==> config.mk <==
export PLATFORM = sky130hd
export DESIGN_NAME = move_sequencer_flat
export DESIGN_NICKNAME = d
export VERILOG_FILES = /design/src/rtl/vetris_pkg.sv /design/src/rtl/move_sequencer_if.sv /design/src/rtl/move_sequencer_key_repeat.sv /design/src/rtl/move_sequencer.sv /design/src/flat_wrapper.sv
export SDC_FILE = /design/constraint.sdc
export NUM_CORES = 1
export LEC_CHECK = 0
export CORE_ASPECT_RATIO = 1.75
export CORE_MARGIN = 3
export CORE_UTILIZATION = 40
export CTS_BUF_LIST = sky130_fd_sc_hd__clkbuf_8 sky130_fd_sc_hd__clkbuf_16
export CTS_CLUSTER_DIAMETER = 40
export DETAILED_ROUTE_END_ITERATION = 12
export PLACE_DENSITY = 0.56
export REMOVE_ABC_BUFFERS = 1
export SLEW_MARGIN = 15
export SYNTH_ARGS = -nofsm -noshare
export SYNTH_HDL_FRONTEND = slang
export SYNTH_SLANG_ARGS = --single-unit
export TNS_END_PERCENT = 1
==> constraint.sdc <==
create_clock -name clk -period 3.75 [get_ports clk]
set_input_delay 0.9375 -clock clk [delete_from_list [all_inputs] [get_ports clk]]
set_output_delay 0.9375 -clock clk [all_outputs]
set_load 0.05 [all_outputs]
==> src/rtl/vetris_pkg.sv <==
// Shared types for the move sequencer: move opcodes and sequencer states.
// ST_DROP only exists when VETRIS_HARD_DROP_EN is defined.
package vetris_pkg;

  typedef enum logic [2:0] {
    OP_NONE,
    OP_LEFT,
    OP_RIGHT,
    OP_ROT,
    OP_DOWN
  } move_op_t;

  typedef enum logic [1:0] {
    ST_IDLE,
    ST_REQ,
    ST_LOCK
`ifdef VETRIS_HARD_DROP_EN
    , ST_DROP
`endif
  } seq_state_e;

endpackage

==> src/rtl/move_sequencer_if.sv <==
// Move request channel between the sequencer (master) and the collision checker (slave).
// valid/ack: master raises mv_valid with a stable mv_op and holds both until the cycle
// mv_ack=1; mv_ok is meaningful only in that cycle, and the request is consumed on that edge.
interface move_sequencer_if;
  import vetris_pkg::*;

  logic     mv_valid;
  move_op_t mv_op;
  logic     mv_ack;
  logic     mv_ok;

  modport master (output mv_valid, output mv_op, input mv_ack, input mv_ok);
  modport slave  (input mv_valid, input mv_op, output mv_ack, output mv_ok);

endinterface

==> src/rtl/move_sequencer_key_repeat.sv <==
// Rising-edge detect plus DAS/ARR auto-repeat for one held key.
// evt fires on the press edge, DAS_DELAY cycles later, then every ARR_PERIOD cycles.
module key_repeat #(
  parameter int unsigned DAS_DELAY  = 8_000_000,
  parameter int unsigned ARR_PERIOD = 2_000_000
) (
  input  logic clk,
  input  logic rst,
  input  logic btn,
  output logic evt
);

  logic        btn_q, btn_d;
  logic        rep_q, rep_d;
  logic [31:0] cnt_q, cnt_d;
  logic [31:0] cnt_inc;
  logic [31:0] period;

  always_comb begin
    btn_d   = btn;
    rep_d   = rep_q;
    cnt_d   = cnt_q;
    evt     = 1'b0;
    cnt_inc = (cnt_q == 32'hFFFF_FFFF) ? cnt_q : cnt_q + 32'd1;
    period  = rep_q ? ARR_PERIOD : DAS_DELAY;

    if (!btn) begin
      cnt_d = '0;
      rep_d = 1'b0;
    end else if (!btn_q) begin
      evt   = 1'b1;
      cnt_d = '0;
      rep_d = 1'b0;
    end else if (cnt_inc == period) begin
      // first match ends the DAS wait; later matches are ARR repeats
      evt   = 1'b1;
      cnt_d = '0;
      rep_d = 1'b1;
    end else begin
      cnt_d = cnt_inc;
    end
  end

  always_ff @(posedge clk or negedge rst) begin
    if (!rst) begin
      btn_q <= 1'b0;
      rep_q <= 1'b0;
      cnt_q <= '0;
    end else begin
      btn_q <= btn_d;
      rep_q <= rep_d;
      cnt_q <= cnt_d;
    end
  end

endmodule

==> src/rtl/move_sequencer.sv <==
// Arbitrates gravity ticks and key events into one move request at a time toward the
// collision checker; hard drop exists only when VETRIS_HARD_DROP_EN is defined.
module move_sequencer
  import vetris_pkg::*;
#(
  parameter int unsigned DAS_DELAY  = 8_000_000,
  parameter int unsigned ARR_PERIOD = 2_000_000
) (
  input  logic                clk,
  input  logic                rst,
  input  logic                move_down_tick,
  input  logic                btn_left,
  input  logic                btn_right,
  input  logic                btn_rot,
  input  logic                btn_down,
  input  logic                btn_drop,
  input  logic                piece_active,
  move_sequencer_if.master    mv,
  output logic                rst_timer,
  output logic                lock_piece,
  output logic                busy,
  output seq_state_e          dbg_state
);

  seq_state_e state_q, state_d;
  move_op_t   op_q, op_d;
  logic       valid_q, valid_d;
  logic       grav_q, grav_d;
  logic       is_grav_q, is_grav_d;
  logic       rst_timer_q, rst_timer_d;
  logic       lock_q, lock_d;
  logic       rot_q, rot_d;
  logic       down_q, down_d;

  logic       left_evt, right_evt, rot_evt, down_evt, grav_now;
  logic       issue;
  move_op_t   issue_op;

`ifdef VETRIS_HARD_DROP_EN
  logic       drop_q, drop_d;
  logic       drop_evt;
  assign drop_evt = btn_drop & ~drop_q;
`else
  logic       unused_btn_drop;
  assign unused_btn_drop = btn_drop;
`endif

  key_repeat #(.DAS_DELAY(DAS_DELAY), .ARR_PERIOD(ARR_PERIOD)) u_left (
    .clk(clk), .rst(rst), .btn(btn_left), .evt(left_evt)
  );
  key_repeat #(.DAS_DELAY(DAS_DELAY), .ARR_PERIOD(ARR_PERIOD)) u_right (
    .clk(clk), .rst(rst), .btn(btn_right), .evt(right_evt)
  );

  assign rot_evt  = btn_rot & ~rot_q;
  assign down_evt = btn_down & ~down_q;
  // a tick arriving in the arbitration cycle itself already counts as pending
  assign grav_now = grav_q | move_down_tick;

  always_comb begin
    state_d     = state_q;
    op_d        = op_q;
    valid_d     = valid_q;
    grav_d      = grav_q | move_down_tick;
    is_grav_d   = is_grav_q;
    rst_timer_d = 1'b0;
    lock_d      = 1'b0;
    rot_d       = btn_rot;
    down_d      = btn_down;
`ifdef VETRIS_HARD_DROP_EN
    drop_d      = btn_drop;
`endif
    issue       = 1'b0;
    issue_op    = OP_NONE;

    case (state_q)
      ST_IDLE: begin
        if (piece_active) begin
          if (grav_now) begin
            issue     = 1'b1;
            issue_op  = OP_DOWN;
            is_grav_d = 1'b1;
            grav_d    = 1'b0;
`ifdef VETRIS_HARD_DROP_EN
          end else if (drop_evt) begin
            state_d   = ST_DROP;
            valid_d   = 1'b1;
            op_d      = OP_DOWN;
            is_grav_d = 1'b0;
            grav_d    = 1'b0;
`endif
          end else if (rot_evt) begin
            issue    = 1'b1;
            issue_op = OP_ROT;
          end else if (left_evt && !right_evt) begin
            issue    = 1'b1;
            issue_op = OP_LEFT;
          end else if (right_evt && !left_evt) begin
            issue    = 1'b1;
            issue_op = OP_RIGHT;
          end else if (down_evt) begin
            issue    = 1'b1;
            issue_op = OP_DOWN;
          end
          if (issue) begin
            state_d = ST_REQ;
            valid_d = 1'b1;
            op_d    = issue_op;
            if (issue_op != OP_DOWN || !grav_now) is_grav_d = 1'b0;
          end
        end
      end

      ST_REQ: begin
        if (mv.mv_ack) begin
          valid_d = 1'b0;
          op_d    = OP_NONE;
          state_d = ST_IDLE;
          if (op_q == OP_DOWN) begin
            if (!mv.mv_ok) begin
              lock_d      = 1'b1;
              rst_timer_d = 1'b1;
              state_d     = ST_LOCK;
            end else if (!is_grav_q) begin
              rst_timer_d = 1'b1;
            end
          end
        end
      end

`ifdef VETRIS_HARD_DROP_EN
      ST_DROP: begin
        // successful steps keep mv_valid high so the next DOWN follows back-to-back
        if (mv.mv_ack && !mv.mv_ok) begin
          valid_d     = 1'b0;
          op_d        = OP_NONE;
          lock_d      = 1'b1;
          rst_timer_d = 1'b1;
          state_d     = ST_LOCK;
        end
      end
`endif

      ST_LOCK: begin
        if (!piece_active) state_d = ST_IDLE;
      end

      default: begin
        state_d = ST_IDLE;
        valid_d = 1'b0;
        op_d    = OP_NONE;
      end
    endcase

    if (!piece_active) grav_d = 1'b0;
  end

  always_ff @(posedge clk or negedge rst) begin
    if (!rst) begin
      state_q     <= ST_IDLE;
      op_q        <= OP_NONE;
      valid_q     <= 1'b0;
      grav_q      <= 1'b0;
      is_grav_q   <= 1'b0;
      rst_timer_q <= 1'b0;
      lock_q      <= 1'b0;
      rot_q       <= 1'b0;
      down_q      <= 1'b0;
`ifdef VETRIS_HARD_DROP_EN
      drop_q      <= 1'b0;
`endif
    end else begin
      state_q     <= state_d;
      op_q        <= op_d;
      valid_q     <= valid_d;
      grav_q      <= grav_d;
      is_grav_q   <= is_grav_d;
      rst_timer_q <= rst_timer_d;
      lock_q      <= lock_d;
      rot_q       <= rot_d;
      down_q      <= down_d;
`ifdef VETRIS_HARD_DROP_EN
      drop_q      <= drop_d;
`endif
    end
  end

  assign mv.mv_valid = valid_q;
  assign mv.mv_op    = op_q;
  assign rst_timer   = rst_timer_q;
  assign lock_piece  = lock_q;
  assign busy        = (state_q != ST_IDLE);
  assign dbg_state   = state_q;

endmodule

==> src/flat_wrapper.sv <==
// flat-port wrapper written by rule: the top's interface ports become plain ports
module move_sequencer_flat import vetris_pkg::*;
#(
  parameter int unsigned DAS_DELAY  = 8_000_000,
  parameter int unsigned ARR_PERIOD = 2_000_000
)
  (clk, rst, move_down_tick, btn_left, btn_right, btn_rot, btn_down, btn_drop, piece_active, rst_timer, lock_piece, busy, dbg_state, mv_mv_valid, mv_mv_op, mv_mv_ack, mv_mv_ok);
  move_sequencer_if mv_i ();
  input  logic clk;
  input  logic rst;
  input  logic move_down_tick;
  input  logic btn_left;
  input  logic btn_right;
  input  logic btn_rot;
  input  logic btn_down;
  input  logic btn_drop;
  input  logic piece_active;
  output logic rst_timer;
  output logic lock_piece;
  output logic busy;
  output seq_state_e dbg_state;
  output wire logic [$bits(mv_i.mv_valid)-1:0] mv_mv_valid;
  output wire logic [$bits(mv_i.mv_op)-1:0] mv_mv_op;
  input wire logic [$bits(mv_i.mv_ack)-1:0] mv_mv_ack;
  input wire logic [$bits(mv_i.mv_ok)-1:0] mv_mv_ok;
  assign mv_mv_valid = mv_i.mv_valid;
  assign mv_mv_op = mv_i.mv_op;
  assign mv_i.mv_ack = mv_mv_ack;
  assign mv_i.mv_ok = mv_mv_ok;
  move_sequencer #(.DAS_DELAY(DAS_DELAY), .ARR_PERIOD(ARR_PERIOD)) u_core (.clk(clk), .rst(rst), .move_down_tick(move_down_tick), .btn_left(btn_left), .btn_right(btn_right), .btn_rot(btn_rot), .btn_down(btn_down), .btn_drop(btn_drop), .piece_active(piece_active), .mv(mv_i), .rst_timer(rst_timer), .lock_piece(lock_piece), .busy(busy), .dbg_state(dbg_state));
endmodule
# Word-level counts from Yosys, hierarchy flattened
# Index checks and enable logic that the tools add are counted.
# Widths: inputs -> output; s select.
[word_totals]
input_bits = 11
memories = 0
reg_bits = 80
rom_bits = 0
out_inout_bits = 9
latch_bits = 0
word_cells = 113
ram_bits = 0
[classes]
n_mux = 65
n_eq_ne = 14
magnitude_cmp = 0
reduce_logical = 11
div_mod_pow = 0
n_mul = 0
shifts = 0
n_addsub = 2
n_bitwise = 6
[op_table]
columns = ["cell", "count"]
rows = [
  ["$mux 32", 8],
  ["$add 32x1->32 const B", 2],
  ["$eq 32x23->1", 2],
  ["$eq 32x32->1 const B", 2],
  ["$mux 23", 2],
  ["$mux 1", 36],
  ["$mux 3", 10],
  ["$mux 2", 6],
  ["$pmux 3 s3", 1],
  ["$reduce_and 4->1", 2],
  ["$ne 2x2->1 const B", 3],
  ["$ne 3x2->1 const B", 2],
  ["$pmux 2 s3", 1],
  ["$eq 3x3->1 const B", 1],
  ["$logic_not 1->1", 3],
  ["$ne 3x3->1 const B", 1],
  ["$not 1->1", 3],
  ["$pmux 1 s3", 1],
  ["$and 1x1->1", 2],
  ["$eq 2x1->1 const B", 1],
  ["$eq 2x2->1 const B", 1],
  ["$logic_and 1x1->1", 2],
  ["$logic_not 2->1", 1],
  ["$ne 2x1->1 const B", 1],
  ["4 further kinds", 4],
]

# Longest topological paths before layout
[depth]
ltp_word = 18
ltp_mapped = 14
depth_no_buf = 12

# Cells and area by module
# A second synthesis with hierarchy kept.
[hier_totals]
hier_cells = 630
area_unflattened_um2 = 5426.5
[modules_own_cells]
columns = ["mod", "cells_each", "seq_area_each_um2", "n_inst", "area_each_um2"]
rows = [
  ["key_repeat at u_core.u_right", 290, 850.8, 1, 2463.6],
  ["key_repeat at u_core.u_left", 293, 850.8, 1, 2413.6],
  ["move_sequencer", 47, 300.3, 1, 549.3],
]

# Least setup slack after synthesis
# OpenSTA, ideal clock, no wires.
[synth_timing]
kind = "reg2reg"
from = "register u_core.u_left.cnt_q[0]"
to = "register u_core.op_q[2], in the netlist u_core.mv.mv_op[2]"
period_less_slack_ps = 3245
arrival_time_ps = 3116
stages_incl_launch_ff = 15
setup_time_ps = 129
slack_ps = 505
n_path_buf = 2
required_ps = 3621
cell_sequence = "dfrtp_1 > ha_1 > and3_1 > buf_2 > and3_1 > buf_2 > nand4_1 > nand3_1 > xor2_1 > or4_4 > a2111oi_4 > a2bb2oi_2 > xor2_1 > a2bb2oi_2 > o221ai_2"
[synth_via]
elab_chain_len = 17
word_cells_on_any_way = 27
cone_classes = "add/sub (1); eq/ne (3); mux (19); reduce/logical (4)"
[synth_lines]
columns = ["element", "line", "source"]
rows = [
  ["start, declared", "move_sequencer_key_repeat.sv:15", "logic [31:0] cnt_q, cnt_d;"],
  ["start signal, assigned", "move_sequencer_key_repeat.sv:52", "cnt_q <= cnt_d;"],
  ["$add 32x1->32 or $eq 32x32->1 (tied branches)", "move_sequencer_key_repeat.sv:24", "cnt_inc = (cnt_q == 32'hFFFF_FFFF) ? cnt_q : cnt_q + 32'd1;"],
  ["$mux 32 *", "move_sequencer_key_repeat.sv:24", ""],
  ["$eq 32x23->1 *", "move_sequencer_key_repeat.sv:34", "end else if (cnt_inc == period) begin"],
  ["$mux 1 *", "move_sequencer_key_repeat.sv:34", ""],
  ["$mux 1 *", "move_sequencer_key_repeat.sv:30", "end else if (!btn_q) begin"],
  ["$mux 1 *", "move_sequencer_key_repeat.sv:27", "if (!btn) begin"],
  ["$logic_not 1->1", "move_sequencer.sv:98", "end else if (right_evt && !left_evt) begin"],
  ["$logic_and 1x1->1", "move_sequencer.sv:98", ""],
  ["$mux 3", "move_sequencer.sv:98", ""],
  ["$mux 3", "move_sequencer.sv:95", "end else if (left_evt && !right_evt) begin"],
  ["$mux 3", "move_sequencer.sv:92", "end else if (rot_evt) begin"],
  ["$mux 3", "move_sequencer.sv:79", "if (grav_now) begin"],
  ["$mux 3", "move_sequencer.sv:78", "if (piece_active) begin"],
  ["$mux 3", "move_sequencer.sv:76", "case (state_q)"],
  ["$mux 3", "move_sequencer.sv:105", "if (issue) begin"],
  ["$mux 3", "move_sequencer.sv:78", ""],
  ["$pmux 3 s3", "move_sequencer.sv:76", ""],
  ["end signal, assigned", "move_sequencer.sv:174", "op_q <= op_d;"],
  ["end, declared", "move_sequencer.sv:26", "move_op_t op_q, op_d;"],
]
# Every way passes the cells marked *; elsewhere a longest branch is shown, timed or not. The select of a mux whose other input is x is not followed.
# A chain may end at the register's enable or synchronous reset.

# Worst setup path after layout
[layout_timing]
from = "register u_core.u_left.cnt_q[8]"
to = "register u_core.op_q[2], in the netlist u_core.mv.mv_op[2]"
# The elaborated chain is that of the path after synthesis.

==> flow_summary_export.csv <==
group,metric,value,unit
flow_run,maxCapViolations,0,
yosys,synth_seq_cells,80,
clock_network,tritoncts,"built",
layout,finalCoreUtilization,48.7,%
setup_path,crit_fanout,9,
yosys,synth_compound_area_share,13.8,%
yosys,synth_top_area_cell,"dfrtp_1",
setup_path,end_kind,"register",
pwr,p_seq_share,45.4,%
clock_network,cts_root_buf,"clkbuf_16",
global_routing,antenna_found_initial,0,
global_routing,grt_pass1_wl,24.0,mm
pwr,clkPwrFrac,39.7,%
sta,fin_tns_setup,0,ps
clock_network,clock_latency,340,ps
setup_path,critPathSlowestCell,"or4_4",
floorplan,die-area,14400,sq um
yosys,syn_avg_cell_area,8.78,sq um
floorplan,num_io_pins,20,
yosys,synth_mux_area_share,1.38,%
sta,max_freq,0.284,GHz
layout,nNetsFinal,654,
yosys,synth_seq_area_share,38.6,%
status,status,"complete, no violations",
yosys,netlist.area_leader.share,38.6,%
clock_network,cts_max_level,3,
floorplan,initial_core_util,41.3,%
yosys,async_flop_share,100,%
setup_path,crit_arrival,3740,ps
setup_path,crit_top_cell,"a2bb2oi_2",
sta,fin_crit,3530,ps
global_routing,grt-ovfl-total,0,
drt,vias,4690,
yosys,synth_top_family_by_area,"simple AND/OR/NAND/NOR gates",
drt,drt-initial-drc-count,215,
yosys,yosys.area_share.simple,32.7,%
setup_path,cp_num_buf_inv,1,
setup_path,cp_slowest_stage_delay,570,ps
layout,layout_common_cells,"80 x dfrtp_1, 78 x nor2_1, 50 x buf_4, 44 x nand2_1",
setup_path,start_kind,"register",
drt,finalWirelength,14.6,mm
pwr,ir_drop,246,uV
drt,viasPerCell,5.76,
clock_network,numCtsBuffers,9,
floorplan,core-area,12600,sq um
place,port_buffers,18,
yosys,synth_cell_types,67,
sta,worstMarginPinSlew,532,ps
floorplan,die_y,157,um
yosys,syn_inst,591,
sta,finalHoldViolCount,0,
worst_hold_path,hp-class,"reg2reg",
drt,wl_per_cell,17.9,um
layout,drive_gt1_share,15.8,%
drt,ant_nets,0,
sta,skew,6.64,ps
yosys,synth_ff_type,"dfrtp_1",
yosys,synthAdderAreaFrac,0.483,%
pwr,p_sw,584,uW
drt,dr.pass1.iters,4,
pwr,comb_power_share,14.9,%
pwr,internal-power,1.46,mW
pwr,total_leakage_power,2.49,nW
sta,setup_violations,0,
clock_network,cts.path.max_buffers,2,
drt,drc_errors,0,
yosys,synth_edf_count,0,
place,place_hpwl,11.2,mm
layout,antenna_cells,0,
layout,syn_to_final_growth,18.0,%
yosys,synthXorXnorAreaFrac,9.12,%
sta,slew_headroom,64.3,%
place,place_congestion,0.908,
setup_path,path_delay_family,"simple AND/OR/NAND/NOR gates",
clock_network,clk_pin_slew_worst_paths,60,ps
setup_path,critPathRequiredTime,3960,ps
yosys,synth_area_leaders,"dfrtp_1 39%, nor2_1 5.6%, xnor2_1 5.1%",
global_routing,grt_usage,21.1,%
yosys,ys_warn_count,0,
global_routing,grt_pass1_vias,4878,
setup_path,crit_type,"reg2reg",
setup_path,cp_cell_sequence,"nand4_1, nor4_4, buf_4, a211oi_1, xnor2_1, o2111ai_1, or4_4, a2111oi_4, a2bb2oi_2, xor2_2, a2bb2oi_2, o221ai_2",
clock_network,ctsHoldBuffers,0,
floorplan,rows,54,
pwr,swShare,28.5,%
sta,drv_slew,0,
global_routing,grt_start_max_net_pins,81,
layout,layout_commonest_cell,"dfrtp_1",
sta,hold_ws,512,ps
pwr,p_per_area,335,nW/um^2
floorplan,die-width,92.1,um
clock_network,cts.sinks,80,
sta,finalCritPeriodShare,94.0,%
yosys,synth_area,5190,sq um
## power by group through the flow
| stage | clock network, mW | logic, mW | registers, mW |
|---|---|---|---|
| global placement | 0 | 0.301 | 0.945 |
| finish | 0.812 | 0.305 | 0.931 |
| CTS | 0.838 | 0.305 | 0.930 |
| detailed placement | 0 | 0.304 | 0.946 |
| floorplan | 0 | 0.103 | 1.02 |
| global route | 0.872 | 0.331 | 0.933 |
## sequential cells by signal (all words and copies together) (netlist names), 2 cells and up
signal                count
u_core.mv.mv_op           3
u_core.u_left.cnt_q      32
u_core.dbg_state          2
u_core.u_right.cnt_q     32
## layer usage
layer	GRT usage, %	wire length (um)	up-vias
li1	-	-	2245
met1	20.9	5090	2277
met2	40.8	8330	119
met3	2.69	374	49
met4	13.0	786	0
met5	0	0	-
## cell usage after synthesis, types with 3 or more instances
cell / instances
inv_1: 17
and4_1: 8
clkbuf_2: 5
mux2i_1: 6
or4_1: 4
o21bai_1: 4
nand2_1: 44
dfrtp_1: 80
nor2_1: 78
xnor2_1: 30
a311oi_1: 4
xor2_1: 24
nor4_1: 7
a211oi_1: 9
clkbuf_1: 4
a21oi_1: 15
nand4_1: 34
or2_2: 3
nand2b_1: 4
a31oi_1: 12
nand3_1: 34
a31o_2: 5
nor2b_1: 12
and3_1: 21
nor3_1: 15
buf_2: 20
nor3b_1: 7
o21ai_0: 18
o21ai_1: 4
nor4b_1: 3
or3_1: 4
nor4_4: 3
and2_1: 9
## kinds of logic after synthesis
kind of cell,Yosys count
and+or+nand+nor,304
AOI/OAI and AO/OA,98
DFF,80
xor gates and xnor gates,54
buffers and inverters,46
muxes,7
adders and majority gates,2
## final timing paths
kind                            cells after the start  slack (ps)                       end                   start
min in group asynchronous                           1         580   u_core.u_left.cnt_q[28]                     rst
worst max-delay path                               12         220        u_core.mv.mv_op[2]  u_core.u_left.cnt_q[8]
worst max register to register                     12         220        u_core.mv.mv_op[2]  u_core.u_left.cnt_q[8]
worst min register to register                      1         510          u_core.rst_timer        u_core.is_grav_q
worst min-delay path                                1         510          u_core.rst_timer        u_core.is_grav_q
max in group asynchronous                           2        2560  u_core.u_right.cnt_q[20]                     rst
## stage by stage
| step | instance area, sq um | instances | setup WS [ps] | total power, mW |
|---|---|---|---|---|
| finish | 6120 | 814 | 225 | 2.05 |
| floorplan | 5050 | 562 | 318 | 1.12 |
| global route | 6120 | 814 | -77.6 | 2.14 |
| global placement | 5790 | 795 | 103 | 1.25 |
| CTS | 6060 | 811 | 38.4 | 2.07 |
| detailed placement | 5790 | 795 | 78.7 | 1.25 |
## what timing repair did
item	in CTS	in global routing
gates resized for setup	0	5
endpoints found under the setup margin	0	30
setup buffers	0	2
## area by class of cell
type	count	area (sq um)
inverters	17	63.8
multi-input cells	465	3000
clock buffers	10	239
flip-flops and latches	80	2000
fillers	1255	6450
clock inverters	6	35.0
well taps	168	210
repair buffers	68	573
No activity file was read; power rests on OpenSTA's default activity.
